$ cat config.mk
export PLATFORM = sky130hd
export DESIGN_NAME = mbist_march_ctrl_flat
export DESIGN_NICKNAME = d
export VERILOG_FILES = /design/src/rtl/mbist_pkg.sv /design/src/rtl/mbist_march_ctrl_if.sv /design/src/rtl/mbist_cmp.sv /design/src/rtl/mbist_march_ctrl.sv /design/src/flat_wrapper.sv
export SDC_FILE = /design/constraint.sdc
export NUM_CORES = 1
export LEC_CHECK = 0
export CORE_UTILIZATION = 43
export DETAILED_ROUTE_END_ITERATION = 10
export PLACE_DENSITY = 0.76
export SLEW_MARGIN = 0
export SYNTH_ARGS = -nofsm -noshare
export SYNTH_HDL_FRONTEND = slang
export SYNTH_HIERARCHICAL = 1
export SYNTH_SLANG_ARGS = --single-unit
$ cat constraint.sdc
create_clock -name clk -period 1.8 [get_ports clk]
set_input_delay 0.18 -clock clk [delete_from_list [all_inputs] [get_ports clk]]
set_output_delay 0.18 -clock clk [all_outputs]
set_load 0.005 [all_outputs]
$ cat src/rtl/mbist_pkg.sv
// Shared types and the March C- element table for the MBIST sequencer.
package mbist_pkg;

    localparam int NUM_ELEM = 6;

    typedef enum logic [2:0] {
        S_IDLE,
        S_LOAD,
        S_OP,
        S_DRAIN,
        S_DONE
    } state_t;

    // Per-op fields are indexed by op number: bit 0 is the first op.
    typedef struct packed {
        logic [1:0] n_ops;
        logic       dn;
        logic [1:0] we;
        logic [1:0] pol;
    } march_elem_t;

    localparam march_elem_t MARCH_CM [NUM_ELEM] = '{
        '{n_ops: 2'd1, dn: 1'b0, we: 2'b01, pol: 2'b00},
        '{n_ops: 2'd2, dn: 1'b0, we: 2'b10, pol: 2'b10},
        '{n_ops: 2'd2, dn: 1'b0, we: 2'b10, pol: 2'b01},
        '{n_ops: 2'd2, dn: 1'b1, we: 2'b10, pol: 2'b10},
        '{n_ops: 2'd2, dn: 1'b1, we: 2'b10, pol: 2'b01},
        '{n_ops: 2'd1, dn: 1'b0, we: 2'b00, pol: 2'b00}
    };

endpackage

$ cat src/rtl/mbist_march_ctrl_if.sv
// Counter-control and memory-port bundle between the sequencer
// and the address counter / memory under test.
interface mbist_march_ctrl_if #(
    parameter int ADDR_W = 10,
    parameter int DATA_W = 8
);
    logic              cnt_cen;
    logic              cnt_ld;
    logic              cnt_u_d;
    logic [ADDR_W-1:0] cnt_d_in;
    logic [ADDR_W-1:0] cnt_q;
    logic              mem_cs;
    logic              mem_we;
    logic [DATA_W-1:0] mem_wdata;
    logic [DATA_W-1:0] mem_rdata;

    modport master (
        output cnt_cen, cnt_ld, cnt_u_d, cnt_d_in,
        output mem_cs, mem_we, mem_wdata,
        input  cnt_q, mem_rdata
    );

    modport slave (
        input  cnt_cen, cnt_ld, cnt_u_d, cnt_d_in,
        input  mem_cs, mem_we, mem_wdata,
        output cnt_q, mem_rdata
    );
endinterface

$ cat src/rtl/mbist_cmp.sv
// Read-pending register, data comparator and sticky first-fail capture.
module mbist_cmp #(
    parameter int ADDR_W = 10,
    parameter int DATA_W = 8
) (
    input  logic              clk,
    input  logic              rst,
    input  logic              clr,
    input  logic              rd_vld,
    input  logic [DATA_W-1:0] rd_exp,
    input  logic [ADDR_W-1:0] rd_addr,
    input  logic [2:0]        rd_elem,
    input  logic [DATA_W-1:0] rdata,
    output logic              fail,
    output logic [ADDR_W-1:0] fail_addr,
    output logic [2:0]        fail_elem
);

    logic              pend_q;
    logic [DATA_W-1:0] exp_q;
    logic [ADDR_W-1:0] addr_q;
    logic [2:0]        elem_q;
    logic              miss;

    assign miss = pend_q & (rdata != exp_q);

    always_ff @(posedge clk or posedge rst) begin
        if (rst) begin
            pend_q <= 1'b0;
            exp_q  <= '0;
            addr_q <= '0;
            elem_q <= '0;
        end else begin
            pend_q <= rd_vld;
            exp_q  <= rd_exp;
            addr_q <= rd_addr;
            elem_q <= rd_elem;
        end
    end

    // Only the first mismatch of a run is kept.
    always_ff @(posedge clk or posedge rst) begin
        if (rst) begin
            fail      <= 1'b0;
            fail_addr <= '0;
            fail_elem <= '0;
        end else if (clr) begin
            fail      <= 1'b0;
            fail_addr <= '0;
            fail_elem <= '0;
        end else if (miss && !fail) begin
            fail      <= 1'b1;
            fail_addr <= addr_q;
            fail_elem <= elem_q;
        end
    end

endmodule

$ cat src/rtl/mbist_march_ctrl.sv
// March C- sequencer: steers the external address counter, issues
// memory reads/writes and reports the first failing address/element.
module mbist_march_ctrl
    import mbist_pkg::*;
#(
    parameter int ADDR_W = 10,
    parameter int DATA_W = 8
) (
    input  logic              clk,
    input  logic              rst,
    input  logic              start,
    output logic              busy,
    output logic              done,
    output logic              pass,
    output logic              fail,
    output logic [ADDR_W-1:0] fail_addr,
    output logic [2:0]        fail_elem,
    mbist_march_ctrl_if.master bus
);

    state_t      state_q, state_n;
    logic [2:0]  elem_q, elem_n;
    logic        op_q, op_n;
    march_elem_t cur;
    logic        cur_we, cur_pol;
    logic        last_op, term, accept;
    logic        rd_vld;

    assign cur     = MARCH_CM[elem_q];
    assign cur_we  = cur.we[op_q];
    assign cur_pol = cur.pol[op_q];
    assign last_op = (2'({1'b0, op_q}) + 2'd1) == cur.n_ops;
    // Terminal address is the far end of the current sweep direction.
    assign term    = cur.dn ? (bus.cnt_q == '0) : (&bus.cnt_q);
    assign accept  = start & ((state_q == S_IDLE) | (state_q == S_DONE));

    always_ff @(posedge clk or posedge rst) begin
        if (rst) begin
            state_q <= S_IDLE;
            elem_q  <= '0;
            op_q    <= 1'b0;
        end else begin
            state_q <= state_n;
            elem_q  <= elem_n;
            op_q    <= op_n;
        end
    end

    always_comb begin
        state_n = state_q;
        elem_n  = elem_q;
        op_n    = op_q;
        unique case (state_q)
            S_IDLE, S_DONE: begin
                if (accept) begin
                    state_n = S_LOAD;
                    elem_n  = '0;
                    op_n    = 1'b0;
                end
            end
            S_LOAD: begin
                state_n = S_OP;
                op_n    = 1'b0;
            end
            S_OP: begin
                if (!last_op) begin
                    op_n = 1'b1;
                end else if (!term) begin
                    op_n = 1'b0;
                end else if (elem_q != 3'(NUM_ELEM - 1)) begin
                    state_n = S_LOAD;
                    elem_n  = elem_q + 3'd1;
                    op_n    = 1'b0;
                end else begin
                    state_n = S_DRAIN;
                end
            end
            S_DRAIN: state_n = S_DONE;
            default: state_n = S_IDLE;
        endcase
    end

    always_comb begin
        busy          = 1'b0;
        bus.cnt_cen   = 1'b0;
        bus.cnt_ld    = 1'b0;
        bus.cnt_u_d   = 1'b0;
        bus.cnt_d_in  = '0;
        bus.mem_cs    = 1'b0;
        bus.mem_we    = 1'b0;
        bus.mem_wdata = '0;
        rd_vld        = 1'b0;
        unique case (state_q)
            S_LOAD: begin
                busy         = 1'b1;
                bus.cnt_cen  = 1'b1;
                bus.cnt_ld   = 1'b1;
                bus.cnt_u_d  = ~cur.dn;
                bus.cnt_d_in = cur.dn ? '1 : '0;
            end
            S_OP: begin
                busy          = 1'b1;
                bus.cnt_u_d   = ~cur.dn;
                bus.cnt_cen   = last_op & ~term;
                bus.mem_cs    = 1'b1;
                bus.mem_we    = cur_we;
                bus.mem_wdata = cur_we ? {DATA_W{cur_pol}} : '0;
                rd_vld        = ~cur_we;
            end
            S_DRAIN: busy = 1'b1;
            default: ;
        endcase
    end

    assign done = (state_q == S_DONE);
    assign pass = done & ~fail;

    mbist_cmp #(
        .ADDR_W (ADDR_W),
        .DATA_W (DATA_W)
    ) u_cmp (
        .clk       (clk),
        .rst       (rst),
        .clr       (accept),
        .rd_vld    (rd_vld),
        .rd_exp    ({DATA_W{cur_pol}}),
        .rd_addr   (bus.cnt_q),
        .rd_elem   (elem_q),
        .rdata     (bus.mem_rdata),
        .fail      (fail),
        .fail_addr (fail_addr),
        .fail_elem (fail_elem)
    );

endmodule

$ cat src/flat_wrapper.sv
// flat-port wrapper written by rule: the top's interface ports become plain ports
module mbist_march_ctrl_flat import mbist_pkg::*;
#(
    parameter int ADDR_W = 10,
    parameter int DATA_W = 8
)
  (clk, rst, start, busy, done, pass, fail, fail_addr, fail_elem, bus_cnt_cen, bus_cnt_ld, bus_cnt_u_d, bus_cnt_d_in, bus_mem_cs, bus_mem_we, bus_mem_wdata, bus_cnt_q, bus_mem_rdata);
  mbist_march_ctrl_if #(.ADDR_W(ADDR_W), .DATA_W(DATA_W)) bus_i ();
  input  logic clk;
  input  logic rst;
  input  logic start;
  output logic busy;
  output logic done;
  output logic pass;
  output logic fail;
  output logic [ADDR_W-1:0] fail_addr;
  output logic [2:0] fail_elem;
  output wire logic [$bits(bus_i.cnt_cen)-1:0] bus_cnt_cen;
  output wire logic [$bits(bus_i.cnt_ld)-1:0] bus_cnt_ld;
  output wire logic [$bits(bus_i.cnt_u_d)-1:0] bus_cnt_u_d;
  output wire logic [$bits(bus_i.cnt_d_in)-1:0] bus_cnt_d_in;
  output wire logic [$bits(bus_i.mem_cs)-1:0] bus_mem_cs;
  output wire logic [$bits(bus_i.mem_we)-1:0] bus_mem_we;
  output wire logic [$bits(bus_i.mem_wdata)-1:0] bus_mem_wdata;
  input wire logic [$bits(bus_i.cnt_q)-1:0] bus_cnt_q;
  input wire logic [$bits(bus_i.mem_rdata)-1:0] bus_mem_rdata;
  assign bus_cnt_cen = bus_i.cnt_cen;
  assign bus_cnt_ld = bus_i.cnt_ld;
  assign bus_cnt_u_d = bus_i.cnt_u_d;
  assign bus_cnt_d_in = bus_i.cnt_d_in;
  assign bus_mem_cs = bus_i.mem_cs;
  assign bus_mem_we = bus_i.mem_we;
  assign bus_mem_wdata = bus_i.mem_wdata;
  assign bus_i.cnt_q = bus_cnt_q;
  assign bus_i.mem_rdata = bus_mem_rdata;
  mbist_march_ctrl #(.ADDR_W(ADDR_W), .DATA_W(DATA_W)) u_core (.clk(clk), .rst(rst), .start(start), .busy(busy), .done(done), .pass(pass), .fail(fail), .fail_addr(fail_addr), .fail_elem(fail_elem), .bus(bus_i));
endmodule
After elaboration in Yosys (flattened, before gate mapping)
Memory sizes are Yosys's and may differ from the RTL's.
Cells that the tools add are included.
Word-level totals
  logic and storage cells: 90
  bits of input ports: 21
  output and inout bits: 40
  flip-flop bits (word level): 36
  memory bits (read-only): 56
  memories: 1
Memory list
  (name not given): words 8, bits a word 7, read ports 1, clocked after memory_dff 0, write ports 0, RTL line mbist_march_ctrl.sv:29  | assign cur = MARCH_CM[elem_q];
Operators by class
  bitwise gates (word level): 10
  multiplexer cells: 39
  reductions and logical operators: 14
  $lt $le $gt $ge: 2
  add/sub/neg operators: 2
  equality and inequality tests: 12
Operators with widths (number)
  10-bit two-way mux: 4
  3-bit two-way mux: 9
  1-bit two-way mux: 17
  8-bit two-way mux: 2
  7-bit two-way mux: 2
  3-bit one-hot mux with 4 select lines: 1
  10-bit logical NOT: 1
  10-bit AND reduction: 1
  2-bit by 1-bit inequality test with 1-bit output, second input constant: 4
  8-bit inequality test: 1
  3-bit by 2-bit equality test with 1-bit output, second input constant: 2
  3-bit one-hot mux with 2 select lines: 1
  3-bit AND reduction: 2
  5-bit AND reduction: 1
  1-bit bitwise AND: 4
  4-bit greater-or-equal comparator, second input constant: 1
  4-bit inequality test, second input constant: 1
  1-bit NOT: 4
  3-bit NOT with 4-bit output: 1
  2-bit nonzero test: 2
  2-bit OR reduction: 2
  3-bit by 1-bit adder with 3-bit output, second input constant: 1
  3-bit by 1-bit equality test with 1-bit output, second input constant: 1
  3-bit equality test, second input constant: 1
  other kinds (13): 13

Logic depth before layout (Yosys ltp)
  word-level depth: 8
  mapped depth: 7
  mapped depth without buffers: 7

Modules after synthesis
Netlist, hierarchy kept.
By module, submodules not included
  mbist_cmp: cells an instance 93, area each 1343.8 um^2, times used 1, sequential area each 900.9 um^2
  mbist_march_ctrl: cells an instance 104, area each 812.0 um^2, times used 1, sequential area each 175.2 um^2

Worst setup path after synthesis
OpenSTA, ideal clock, no wires.
  path kind: reg2out
  start: register u_core.elem_q[0]
  end: output bus_mem_wdata[1]
  slack: -160 ps
  required time: 1620 ps
  path buffers: 1
  cell stages (with the launch flop): 7
  data arrival time: 1780 ps
  cell sequence: dfrtp_1 -> inv_1 -> ha_1 -> nor2_1 -> o31ai_1 -> and2_1 -> buf_4
Between the ends
  word-level cells in the longest chain between the ends: 8
  elaborated cells between the ends (all ways): 10
  classes of those cells: mux: 8; bitwise: 1; memory: 1
Ends and longest elaborated chain
  from (decl): RTL line mbist_march_ctrl.sv:22  | logic [2:0] elem_q, elem_n;
  from (signal assigned): RTL line mbist_march_ctrl.sv:44  | elem_q <= elem_n;
  3-bit NOT with 4-bit output (implied by the code): RTL line mbist_march_ctrl.sv:29
  memory 8 x 7 bit
  7-bit two-way mux (implied by the code) (2 in series): RTL line mbist_march_ctrl.sv:29
  1-bit two-way mux (implied by the code) (2 in series): RTL line mbist_march_ctrl.sv:31  | assign cur_pol = cur.pol[op_q];
  via u_core.cur_pol: RTL line mbist_march_ctrl.sv:25  | logic cur_we, cur_pol;
  8-bit two-way mux: RTL line mbist_march_ctrl.sv:107  | bus.mem_wdata = cur_we ? {DATA_W{cur_pol}} : '0;
  8-bit two-way mux: RTL line mbist_march_ctrl.sv:93  | unique case (state_q)
  to (decl): RTL line flat_wrapper.sv:24  | output wire logic [$bits(bus_i.mem_wdata)-1:0] bus_mem_wdata;
The timed path passes the listed nets, and every way through them passes these cells. The select of a mux whose other input is x is not followed.

Worst setup path after layout
  start: register u_core.elem_q[0]
  end: output bus_mem_wdata[3]
Between the ends
  word-level cells in the longest chain between the ends: 8
  elaborated cells between the ends (all ways): 10
  classes of those cells: mux: 8; bitwise: 1; memory: 1
Ends and longest elaborated chain (RTL line)
  3-bit NOT with 4-bit output (implied by the code) *: mbist_march_ctrl.sv:29
  memory 8 x 7 bit *
  7-bit two-way mux (implied by the code) * (2 in series): mbist_march_ctrl.sv:29
  1-bit two-way mux, on equally long branches (2 in series): mbist_march_ctrl.sv:31, mbist_march_ctrl.sv:30
  8-bit two-way mux *: mbist_march_ctrl.sv:107
  8-bit two-way mux *: mbist_march_ctrl.sv:93
Mark *: on every way between the ends. The rest lies on a longest branch, timed or not. The select of a mux whose other input is x is not followed.

==> results by group <==
Floorplanning
  – Row count: 25
  – Die area: 0.00530 mm²
  – Die H: 72.8 µm
  – Initial Util: 0.450
  – Top Ports: 61
  – Placeable Area: 0.00479 mm²
  – Die Span X: 72.8 µm

STA
  – Slew headroom: 0.625
  – Fmax: 471 MHz
  – Final hold vios: 0
  – Tmin final: 2120 ps
  – Worst slew pin tran: 561 ps
  – Final setup fails: 28
  – Setup_tns: -6310 ps
  – PnR worst setup slack: -324 ps
  – Worst Skew: 4.82 ps
  – RSZ-0062 raised after global routing: yes
  – Final period util: 1.18
  – Slew Viols, Final: 0
  – Hold Slack: 167 ps

Finish
  – Layout cells sized above 1: 0.354
  – P&R area growth vs syn: 49.5%
  – # diodes: 0
  – NumNets Final: 316
  – Most frequent cells in the layout: dfrtp_1 (42), buf_4 (37), clkdlybuf4s50_1 (36), nand2b_1 (29), mux2i_1 (13)
  – Most common cell after layout, fill and taps aside: dfrtp_1

Power
  – Sw Pwr: 0.00104 W
  – Cell Int Power: 0.00233 W
  – Combinational power share: 0.463
  – Power per cell area: 1050 mW/mm²
  – Sw Ratio: 0.308
  – Leak: 1.55 nW
  – Clock Power Share: 0.173
  – VDD IR-drop max: 0.000690 V
  – Reg power frac: 0.364

Worst setup path
  – Worst Path Arrival: 1940 ps
  – Crit path kind: flip-flop to output port
  – Worst r2r src: u_core/elem_q[0]$_DFFE_PP0P_
  – Critical Path Source: u_core/elem_q[0]$_DFFE_PP0P_
  – Startpoint Class: flip-flop
  – CP max FO: 5
  – Crit end category: output port
  – Data required, critical path: 1620 ps

Clock network
  – Hold buffers post-CTS: 0
  – Latest clock arrival within the worst-skew pair: 290 ps
  – H-tree depth: 2
  – Reg clk slew, reported paths: 80 ps
  – Clock Tree Buf Depth: 2
  – CTS root buf: clkbuf_8
  – CTS buffer count: 5
  – CTS tree: built
  – Sink Count: 43

Detailed routing
  – TritonRoute pass-1 iters: 4
  – Via count: 1,716
  – Post-Route WL: 4900 µm
  – DR iter-0 viols: 96
  – DR DRC count: 0
  – Vias per inst: 4.79
  – Detail Route Antenna Nets: 0
  – Wire per inst: 13.7 µm

Synth
  – Post-Synthesis Cells: 197
  – Syn nets: 223
  – Seq/Total Area, Yosys: 0.499
  – Area fraction of the dominant cell type after synthesis: 0.499
  – Number of flops mapped to enable cells by yosys: 0
  – Fraction of registers with async set/reset: 1.00
  – Ys flop type: dfrtp_1
  – Ranking of synthesized cells by area: dfrtp_1 (50%), nand2b_1 (8.7%), mux2i_1 (6.0%)
  – Cell Area, Synth: 0.00216 mm²
  – Netlist cell types: 43
  – Yosys reg bits: 43
  – Yosys Warn Count: 6
  – Synth area leader: dfrtp_1
  – Average cell area after synthesis: 10.9 µm²

GRT
  – Total grt overflow: 0
  – First-pass GRT wire length: 8150 µm
  – Total track usage: 0.205
  – Initial antenna violation count: 0
  – Largest net degree at the start of global routing: 37
  – Vias in the first global route: 1,756

Placement
  – DP HPWL: 3270 µm
  – Buffers on Ports: 60
  – RePlAce Congestion: 0.862

Outcome
  – Status: complete, but fails checks
  – Violated checks: negative setup slack

Min path
  – Hold Crit Class: input port to async pin

Run
  – Max-Cap Viols: 0
synthesized netlist by cell type, types with 2 or more instances:
cell,n
nor4_1,2
mux2i_1,13
and2_1,3
ha_1,5
a21o_1,2
dfrtp_1,43
o21ai_0,4
a311oi_1,2
clkbuf_1,5
nand2b_1,30
nor2b_1,5
xor2_1,8
nand4_1,2
nand3_1,2
buf_4,16
nor2_1,12
a41o_1,2
nand2_1,7
or3_1,2
a21oi_1,3
inv_1,6
nor4_2,2
what timing repair did:
item,CTS,global route
setup endpoints to repair,33,30
gates resized for setup,104,11
pin swaps,9,5
gates cloned,1,0
setup buffers,16,2
metal layers:
metal / track usage / part of all wire / up-vias
li1: - / - / 843
met1: 0.251 / 0.43 / 824
met2: 0.361 / 0.51 / 43
met3: 0.0428 / 0.039 / 6
met4: 0.0654 / 0.016 / 0
met5: 0 / 0 / -
state kept, by name, indices dropped and copies added (netlist names):
name	count
u_core/elem_q	3
u_core/u_cmp/fail	1
u_core/u_cmp/pend_q	1
u_core/u_cmp/exp_q	8
u_core/state_q	3
u_core/u_cmp/fail_addr	10
u_core/u_cmp/fail_elem	3
u_core/op_q	1
u_core/u_cmp/addr_q	10
u_core/u_cmp/elem_q	3
critical path: stages (launching register included):
cell,delay (ps)
dfrtp_2,400
inv_4,70
ha_4,160
buf_6,110
o211ai_1,160
o21ai_1,110
nor2_1,160
and2_4,180
buf_4,110
buf_6,90
buf_2,110
metrics by stage:
stage	setup WS (ps)	area, µm²	total power [W]	util	instances
after floorplan	3.14	2170	0.00183	-	197
after global placement	-332	2940	0.00253	0.614	332
after detailed placement	-365	2940	0.00256	0.614	332
after CTS	-334	3200	0.00332	0.669	356
after global routing	-444	3220	0.00359	0.673	358
final	-324	3220	0.00337	0.673	358
power by group through the flow:
| stage | registers (W) | clock network, W | logic, W |
|---|---|---|---|
| after detailed placement | 0.00125 | 0 | 0.00131 |
| after global placement | 0.00125 | 0 | 0.00129 |
| final | 0.00123 | 0.000583 | 0.00156 |
| after global routing | 0.00125 | 0.000651 | 0.00169 |
| after floorplan | 0.00124 | 0 | 0.000594 |
| after CTS | 0.00123 | 0.000600 | 0.00149 |
cell type report:
| type | count | area, µm² |
|---|---|---|
| clock buffer | 7 | 76.3 |
| clock inverter | 1 | 5.00 |
| fill | 346 | 1560 |
| inverter | 7 | 28.8 |
| multi-input combinational | 125 | 1020 |
| sequential | 43 | 1080 |
| tap | 67 | 83.8 |
| timing repair buffer | 108 | 932 |
logic make-up (layout without fill, tap and decap cells):
| family | Yosys count | count (layout) | synth area share |
|---|---|---|---|
| buffers and inverters | 30 | 123 | 0.0842 |
| adders and majority gates | 5 | 5 | 0.0290 |
| xor gates and xnor gates | 8 | 8 | 0.0325 |
| muxes | 13 | 13 | 0.0604 |
| and+or+nand+nor | 72 | 73 | 0.196 |
| DFF | 43 | 43 | 0.499 |
| AOI/OAI and AO/OA | 26 | 26 | 0.0993 |
worst paths after layout:
kind                                                         endpoint  slack (ps)  cells past startpoint
worst max-delay path                                 bus_mem_wdata[3]        -320                     10
worst max register to register          u_core/u_cmp/pend_q$_DFF_PP0_        -300                     14
worst min-delay path                          u_core/op_q$_DFFE_PP0P_         170                      2
min in group clk                     u_core/u_cmp/addr_q[6]$_DFF_PP0_         390                      1
worst min register to register  u_core/u_cmp/fail_addr[3]$_DFFE_PP0P_         520                      2
max in group asynchronous       u_core/u_cmp/fail_addr[5]$_DFFE_PP0P_        1150                      3
No activity file was read; power rests on OpenSTA's default activity.
